<file path="src/rtl/biquad8_pkg.sv">
// Shared definitions for the biquad8 coefficient path: replay order,
// address-to-slot mapping and sequencer state encoding.
package biquad8_pkg;

  localparam int NSTEP = 23;

  // Replay order; a shadow slot index is the step at which that word is replayed.
  localparam logic [7:0] SEQ_ADR [NSTEP] = '{
    8'd24, 8'd23, 8'd22, 8'd21, 8'd20, 8'd19, 8'd18, 8'd17, 8'd16,
    8'd7,  8'd6,  8'd5,  8'd4,  8'd3,  8'd2,  8'd1,  8'd0,
    8'd35, 8'd34, 8'd33, 8'd32,
    8'd49, 8'd48
  };

  typedef struct packed {
    logic       vld;
    logic [4:0] slot;
  } slot_t;

  typedef enum logic [2:0] {
    ST_IDLE, ST_LOAD, ST_HOLD, ST_GAP, ST_UPD, ST_DONE
  } state_e;

  function automatic slot_t adr2slot(input logic [7:0] adr);
    slot_t r;
    r = '0;
    if (adr >= 8'd16 && adr <= 8'd24) begin
      r.vld  = 1'b1;
      r.slot = 5'(24 - int'(adr));
    end else if (adr <= 8'd7) begin
      r.vld  = 1'b1;
      r.slot = 5'(16 - int'(adr));
    end else if (adr >= 8'd32 && adr <= 8'd35) begin
      r.vld  = 1'b1;
      r.slot = 5'(52 - int'(adr));
    end else if (adr == 8'd48 || adr == 8'd49) begin
      r.vld  = 1'b1;
      r.slot = 5'(70 - int'(adr));
    end
    return r;
  endfunction

endpackage

</file>
<file path="src/rtl/biquad8_coeff_shadow.sv">
// Per-channel coefficient shadow RAM: one synchronous write port,
// one read port with a 1-clock registered output. Contents are not reset.
module biquad8_coeff_shadow
  import biquad8_pkg::*;
#(
  parameter int NCH     = 4,
  parameter int COEFF_W = 18,
  parameter int CHW     = 2
) (
  input  logic               clk,
  input  logic               wr_i,
  input  logic [CHW-1:0]     wr_ch_i,
  input  logic [4:0]         wr_slot_i,
  input  logic [COEFF_W-1:0] wr_dat_i,
  input  logic [CHW-1:0]     rd_ch_i,
  input  logic [4:0]         rd_slot_i,
  output logic [COEFF_W-1:0] rd_dat_o
);

  localparam int AW = $clog2(NCH * NSTEP);

  logic [COEFF_W-1:0] mem_q [NCH*NSTEP];
  logic [COEFF_W-1:0] rd_q;
  logic [AW-1:0]      wa, ra;

  assign wa = AW'(int'(wr_ch_i) * NSTEP + int'(wr_slot_i));
  assign ra = AW'(int'(rd_ch_i) * NSTEP + int'(rd_slot_i));

  always_ff @(posedge clk) begin
    if (wr_i) mem_q[wa] <= wr_dat_i;
    rd_q <= mem_q[ra];
  end

  assign rd_dat_o = rd_q;

endmodule

</file>
<file path="src/rtl/biquad8_coeff_sequencer.sv">
// Coefficient sequencer: shadows host writes, replays them last-address-first
// into the masked biquad8 chains with a write hold, then strobes the update.
module biquad8_coeff_sequencer
  import biquad8_pkg::*;
#(
  parameter int NCH     = 4,
  parameter int COEFF_W = 18,
  parameter int HOLD    = 16,
  parameter int CHW     = (NCH > 1) ? $clog2(NCH) : 1
) (
  input  logic               clk,
  input  logic               rst_n,
  input  logic               cfg_wr_i,
  input  logic [CHW-1:0]     cfg_ch_i,
  input  logic [7:0]         cfg_adr_i,
  input  logic [COEFF_W-1:0] cfg_dat_i,
  output logic               cfg_err_o,
  input  logic               commit_i,
  input  logic [NCH-1:0]     commit_mask_i,
  output logic               busy_o,
  output logic               done_o,
  output logic [7:0]         coeff_adr_o,
  output logic [COEFF_W-1:0] coeff_dat_o,
  output logic [NCH-1:0]     coeff_wr_o,
  output logic [NCH-1:0]     coeff_update_o
);

  localparam int HCW = (HOLD > 2) ? $clog2(HOLD) : 1;

  state_e             state_q, state_d;
  logic [4:0]         step_q, step_d;
  logic [HCW-1:0]     hcnt_q, hcnt_d;
  logic [NCH-1:0]     mask_q, mask_d, cmask_q;
  logic [7:0]         adr_q, adr_d;
  logic [COEFF_W-1:0] dat_q, rd_dat;
  logic               err_q, cmt_q;
  logic [CHW-1:0]     src_ch;
  slot_t              wslot;
  logic               wr_ok;

  assign wslot = adr2slot(cfg_adr_i);
  assign wr_ok = wslot.vld && (int'(cfg_ch_i) < NCH) && (state_q == ST_IDLE);

  // The data bus is shared, so a replay sources the lowest channel in the mask.
  always_comb begin
    src_ch = '0;
    for (int c = NCH - 1; c >= 0; c--)
      if (mask_d[c]) src_ch = CHW'(c);
  end

  biquad8_coeff_shadow #(.NCH(NCH), .COEFF_W(COEFF_W), .CHW(CHW)) u_shadow (
    .clk       (clk),
    .wr_i      (cfg_wr_i && wr_ok),
    .wr_ch_i   (cfg_ch_i),
    .wr_slot_i (wslot.slot),
    .wr_dat_i  (cfg_dat_i),
    .rd_ch_i   (src_ch),
    .rd_slot_i (step_d),
    .rd_dat_o  (rd_dat)
  );

  always_comb begin
    state_d = state_q;
    step_d  = step_q;
    hcnt_d  = hcnt_q;
    mask_d  = mask_q;
    adr_d   = adr_q;
    case (state_q)
      ST_IDLE: if (cmt_q) begin
        mask_d  = cmask_q;
        step_d  = '0;
        state_d = ST_LOAD;
      end
      ST_LOAD: begin
        hcnt_d  = '0;
        state_d = ST_HOLD;
      end
      ST_HOLD: begin
        if (hcnt_q == HCW'(HOLD - 1)) state_d = ST_GAP;
        else                          hcnt_d  = hcnt_q + 1'b1;
      end
      ST_GAP: begin
        if (step_q == 5'(NSTEP - 1)) state_d = ST_UPD;
        else begin
          step_d  = step_q + 5'd1;
          state_d = ST_LOAD;
        end
      end
      ST_UPD:  state_d = ST_DONE;
      ST_DONE: state_d = ST_IDLE;
      default: state_d = ST_IDLE;
    endcase
    if (state_d == ST_LOAD) adr_d = SEQ_ADR[step_d];
  end

  always_ff @(posedge clk or negedge rst_n) begin
    if (!rst_n) begin
      state_q <= ST_IDLE;
      step_q  <= '0;
      hcnt_q  <= '0;
      mask_q  <= '0;
      cmask_q <= '0;
      cmt_q   <= 1'b0;
      adr_q   <= '0;
      dat_q   <= '0;
      err_q   <= 1'b0;
    end else begin
      state_q <= state_d;
      step_q  <= step_d;
      hcnt_q  <= hcnt_d;
      mask_q  <= mask_d;
      // Commit is registered once; only a single pulse taken in IDLE can start a replay.
      cmt_q   <= commit_i && (|commit_mask_i) && (state_q == ST_IDLE) && !cmt_q;
      cmask_q <= commit_mask_i;
      adr_q   <= adr_d;
      if (state_q == ST_LOAD) dat_q <= rd_dat;
      err_q   <= cfg_wr_i && !wr_ok;
    end
  end

  // During LOAD the fresh shadow word goes straight out, so data moves only with LOAD.
  assign coeff_dat_o    = (state_q == ST_LOAD) ? rd_dat : dat_q;
  assign coeff_adr_o    = adr_q;
  assign coeff_wr_o     = (state_q == ST_HOLD) ? mask_q : '0;
  assign coeff_update_o = (state_q == ST_UPD)  ? mask_q : '0;
  assign busy_o         = (state_q != ST_IDLE);
  assign done_o         = (state_q == ST_DONE);
  assign cfg_err_o      = err_q;

endmodule

</file>
<file path="config.mk">
export PLATFORM = sky130hd
export DESIGN_NAME = biquad8_coeff_sequencer
export DESIGN_NICKNAME = d
export VERILOG_FILES = /design/src/rtl/biquad8_pkg.sv /design/src/rtl/biquad8_coeff_shadow.sv /design/src/rtl/biquad8_coeff_sequencer.sv
export SDC_FILE = /design/constraint.sdc
export NUM_CORES = 2
export LEC_CHECK = 0
export ABC_AREA = 1
export CAP_MARGIN = 30
export CORE_MARGIN = 8
export CORE_UTILIZATION = 50
export CTS_BUF_LIST = sky130_fd_sc_hd__clkbuf_2 sky130_fd_sc_hd__clkbuf_4 sky130_fd_sc_hd__clkbuf_8
export DETAILED_ROUTE_END_ITERATION = 10
export HOLD_SLACK_MARGIN = 0.08
export PLACE_DENSITY_LB_ADDON = 0.3
export SYNTH_ARGS = -nofsm -noshare
export SYNTH_HDL_FRONTEND = slang
export SYNTH_HIERARCHICAL = 1
export SYNTH_SLANG_ARGS = --single-unit
</file>
<file path="constraint.sdc">
create_clock -name clk -period 3.95 [get_ports clk]
set_input_delay 0.395 -clock clk [delete_from_list [all_inputs] [get_ports clk]]
set_output_delay 0.395 -clock clk [all_outputs]
set_load 0.05 [all_outputs]
</file>
# Word level (Yosys, flattened, before mapping)
# Memory sizes are Yosys's and may differ from the RTL's. A register that Yosys moved wholly into a read port is not among the register bits.
# Cells that the tools add are included.
# word_totals
output_inout_bits,37
mem_bits_rw,1656
in_bits,36
rom_bits,256
ff_bits,40
memories,2
# memory_table
name,depth,width,rd,rd_clocked_by_memory_dff,write_ports,line,text
u_shadow.mem_q,92,18,1,1,1,biquad8_coeff_shadow.sv:22,logic [COEFF_W-1:0] mem_q [NCH*NSTEP];
(name not given),32,8,1,1,0,biquad8_coeff_sequencer.sv:93,if (state_d == ST_LOAD) adr_d = SEQ_ADR[step_d];
# classes
add_sub_neg,8
n_reduce_logical,17
mul,2
bitwise_logic,1
mux,24
n_eq_ne,11
magnitude_cmp,5
# ops
operator,n
two-way mux 6 bit,4
two-way mux 4 bit,5
two-way mux 18 bit,1
"== test 8 x 6 -> 1 bit, second input constant",2
one-hot mux 3 bit (5 select lines),1
"subtractor 5 bit, first input constant",3
adder 7 x 6 -> 7 bit,2
"multiplier 2 x 5 -> 7 bit, second input constant",2
two-way mux 5 bit,2
one-hot mux 5 bit (2 select lines),1
two-way mux 3 bit,3
"greater-or-equal comparator 8 x 5 -> 1 bit, second input constant",1
"greater-or-equal comparator 8 x 6 -> 1 bit, second input constant",1
"<= comparator 8 x 3 -> 1 bit, second input constant",1
"<= comparator 8 x 5 -> 1 bit, second input constant",1
"<= comparator 8 x 6 -> 1 bit, second input constant",1
logical AND 1 bit,8
two-way mux 2 bit,4
one-hot mux 4 bit (2 select lines),1
"== test 3 x 1 -> 1 bit, second input constant",2
"== test 3 x 2 -> 1 bit, second input constant",2
"== test 3 bit, second input constant",2
inverter 5 -> 6 bit,1
"adder 5 x 1 -> 5 bit, second input constant",1
13 further kinds,16

# Logic depth before layout (Yosys ltp)
# logic_depth
depth_word,10
ltp_mapped,27
depth_no_buf,24

# By module
# The synthesis kept the hierarchy.
# modules_own_cells
mod,instances,seq_area_each_um2,cells_per_inst,area_per_inst_um2
biquad8_coeff_shadow,1,50088.0,5972,69376.5
biquad8_coeff_sequencer,1,1151.1,292,2366.0

# Worst setup path after synthesis
# No wires, ideal clock.
# synth_timing
path_type,input to register
startpoint,input cfg_adr_i[6]
endpoint,"memory u_shadow.mem_q[0][0], enable pin"
arrival_time_ns,4.063
required_time_ns,3.557
cell_stages,16
slack_ns,-0.506
setup_time_ns,0.393
path_buffers,0
path_cell_list,nor2_1 > nand2_1 > nor2_1 > o21ai_2 > nand3_1 > inv_1 > o21ai_0 > o21a_1 > fa_1 > ha_1 > fa_1 > nand3_1 > nand3_1 > xnor2_1 > nand4_1 > nor2_1
# synth_rtl
item,line,text
"start, declared",biquad8_coeff_sequencer.sv:15,"input logic [7:0] cfg_adr_i,"
"end, declared",biquad8_coeff_shadow.sv:22,

# Final worst setup path
# layout_timing
startpoint,register state_q[1]
endpoint,register u_shadow.rd_q[14] (netlist: u_shadow/rd_dat_o[14]) (read register of u_shadow.mem_q)
# layout_rtl
item,line,text
"start, declared",biquad8_coeff_sequencer.sv:30,"state_e state_q, state_d;"
"start signal, assigned",biquad8_coeff_sequencer.sv:108,state_q <= state_d;
logical NOT 3 bit,biquad8_coeff_sequencer.sv:68,case (state_q)
two-way mux 4 bit,biquad8_coeff_sequencer.sv:68,
net mask_d[0],biquad8_coeff_sequencer.sv:33,"logic [NCH-1:0] mask_q, mask_d, cmask_q;"
two-way mux 2 bit,biquad8_coeff_sequencer.sv:48,if (mask_d[c]) src_ch = CHW'(c);
net src_ch[1],biquad8_coeff_sequencer.sv:37,logic [CHW-1:0] src_ch;
multiplier 2 x 5 -> 7 bit,biquad8_coeff_shadow.sv:27,assign ra = AW'(int'(rd_ch_i) * NSTEP + int'(rd_slot_i));
adder 7 x 6 -> 7 bit,biquad8_coeff_shadow.sv:27,
"end, declared",biquad8_coeff_shadow.sv:23,logic [COEFF_W-1:0] rd_q;
# The timed path passes the listed nets, and every way through them passes these cells.
# A chain may end at the register's enable or synchronous reset.

==> reports/metrics.yaml <==
fin_ws_ns: -0.451
cp_slowest_stage_delay_ns: 0.88
rr_worst_depth: 23
synthCells: 6264
violations: "negative setup slack"
fp.dieArea_um2: 156000
initial_core_util_pct: 50.2
ys_seq_area_share_pct: 71.4
cap_violations: 0
grt_remaining_overflow: 0
finalSetupViolCount: 18
outcome: "finished with violations"
grt_pass1_vias: 48899
worst-path-buf-inv: 10
mostFrequentLayoutCell: "edfxtp_1"
whs_ns: 0.408
dp.cells: 8309
synth_top_area_share_pct: 69.3
start_kind: "register"
ff_latch_area_um2: 51200
clockRootBuffer: "clkbuf_8"
avgRoutedWirePerCell_um: 24.0
critical-path-top-delay-family: "adder cells"
io_buffers: 70
worst-path-stages: 23
final_cell_mix: "edfxtp_1 (1,656), nand2_1 (1,604), nand3_1 (723), inv_1 (453), nor2_1 (428)"
clockBufferDepth: 4
finalCritPeriodShare_pct: 111
num_vias: 50987
cts_made_buffers: 296
vias_per_cell: 5.73
track_usage_pct: 26.5
ant_nets: 0
clock_sinks: 1720
gp_congestion: 0.924
instances_no_fill: 8902
drt-total-wl_mm: 213
die_h_um: 395
ios: 73
multi_input_area_um2: 18600
min_path_type: "in -> reg"
dp_hpwl_mm: 127
first_pass_iters: 6
grt_setup_unrepaired: "yes"
relSlewSlack_pct: 33.6
cp-end-kind: "register"
crit_type: "reg -> reg"
worstPathArrival_ns: 5.31
clk_pin_slew_ns: 0.06
dieWidth_um: 395
fmax_mhz: 227
avgSynthCellArea_um2: 11.5
row_count: 139
hold_violations: 0
crit_path_top_delay_cell: "fa_4"
route.detailed.drc: 0
synthesis.area_um2: 71700
drt_iter0_markers: 6713
cts_tree: "yes"
path_cells: "nor2_4, nand2_4, nor2_8, buf_4, buf_4, nand2_1, o21ai_4, nor3_4, buf_4, fa_1, inv_2, fa_4, buf_12, inv_16, buf_16, buf_4, buf_16, o211ai_1, nand3_1, a21oi_1, buf_4, nand2_4, nand2_2"
worstSkewPairLatency_ns: 1.01
antenna_found_initial: 3
finalCriticalPeriod_ns: 4.40
worstMarginPinSlew_ns: 0.995
ys_types: 51
crit_required_ns: 4.86
cp_common_cell: "buf_4"
drive_above_1_share_pct: 19.4
synth.largest_area_cell: "edfxtp_1"
nets: 6873
synth_area_leaders: "edfxtp_1 (69%), nand2_1 (8.8%), nand3_1 (6.4%)"
ys_seq_elements: 1720
h-tree-depth: 5
grt_start_max_net_pins: 102
fin_skew_ns: 0.0580
critPathMaxFanout: 12
fill_cells: 10896
min_delay_path_depth: 2
area_growth_pct: 20.8
grt_pass1_wl_mm: 312
drv_slew: 0
r2r_slack_ns: -0.45
core_um2: 143000
synth-warning-count: 6
==> sequential cells by signal (all words and copies together) (netlist names) <==
name	cells
cmt_q	1
u_shadow/mem_q	1656
cmask_q	4
cfg_err_o	1
step_q	5
coeff_adr_o	6
state_q	3
dat_q	18
u_shadow/rd_dat_o	18
mask_q	4
hcnt_q	4
==> stage by stage <==
| step | instance area [um2] | util, % | worst slack (ns) | setup TNS, ns |
|---|---|---|---|---|
| detailed placement | 78100 | 54.7 | -1.11 | -1121.15 |
| floorplan | 72000 | - | -0.160 | -96.14 |
| CTS | 85900 | 60.1 | -0.413 | -6.91 |
| global placement | 77900 | 54.5 | -1.08 | -1114.44 |
| global route | 86700 | 60.6 | -0.631 | -10.09 |
| finish | 86700 | 60.6 | -0.451 | -7.36 |
==> cells by family after synthesis <==
logic type	after synthesis	synth area share [%]
AND/OR/NAND/NOR	3130	18.1
flip-flops	1720	71.4
buffers and inverters	843	5.32
AO/OA/AOI/OAI	530	4.37
adder cells (fa/ha/maj)	31	0.603
XOR/XNOR	9	0.131
other	1	0.00523
==> final timing paths <==
check	startpoint	endpoint
max	state_q[1]	u_shadow/rd_dat_o[14]
min	cfg_dat_i[3]	u_shadow/mem_q[44][3]
max reg2reg	state_q[1]	u_shadow/rd_dat_o[14]
min reg2reg	u_shadow/rd_dat_o[14]	dat_q[14]
max in group asynchronous	rst_n	cmt_q
min in group asynchronous	rst_n	dat_q[4]
==> final cells by class <==
class	count	area share (%)
Sequential cell	1720	59.1
Multi-Input combinational cell	3702	21.5
Timing Repair Buffer	613	8.40
Clock buffer	398	5.62
Tap cell	1903	2.75
Inverter	473	2.12
Clock inverter	89	0.515
Antenna cell	4	0.0115
==> cells in the mapped netlist (all sizes together) <==
master,instances
o2111ai,1
o211ai,148
o21bai,1
or2,4
o21ai,303
nand2,1684
fa,6
edfxtp,1656
dfrtp,46
nand4,11
dfxtp,18
buf,271
o22ai,31
o21a,2
o221ai,10
nand3b,2
inv,472
clkinv,1
xor2,3
a31oi,4
nor3,4
ha,25
a21o,1
clkbuf,99
nor2,511
a21oi,28
o41ai,1
xnor2,6
nand3,914
conb,1
==> repair_timing <==
item                                   CTS  global route
resized for setup                      307            82
pin swaps                               65            35
hold buffers                            26             1
endpoints found under the hold margin  688            30
setup endpoints to repair              137           349
setup buffers                           37            14
gates cloned                            15             0
==> layer usage <==
layer  part of all wire (%)  vias to the layer above  track usage [%]
li1                       -                    22698                -
met3                     10                      537             5.12
met4                    5.2                        0             12.7
met1                     38                    24762             35.5
met5                      0                        -                0
met2                     46                     2990             41.9
Power is not shown: default switching activity piles up to over one toggle a cycle in this logic, so the estimate is an artifact.
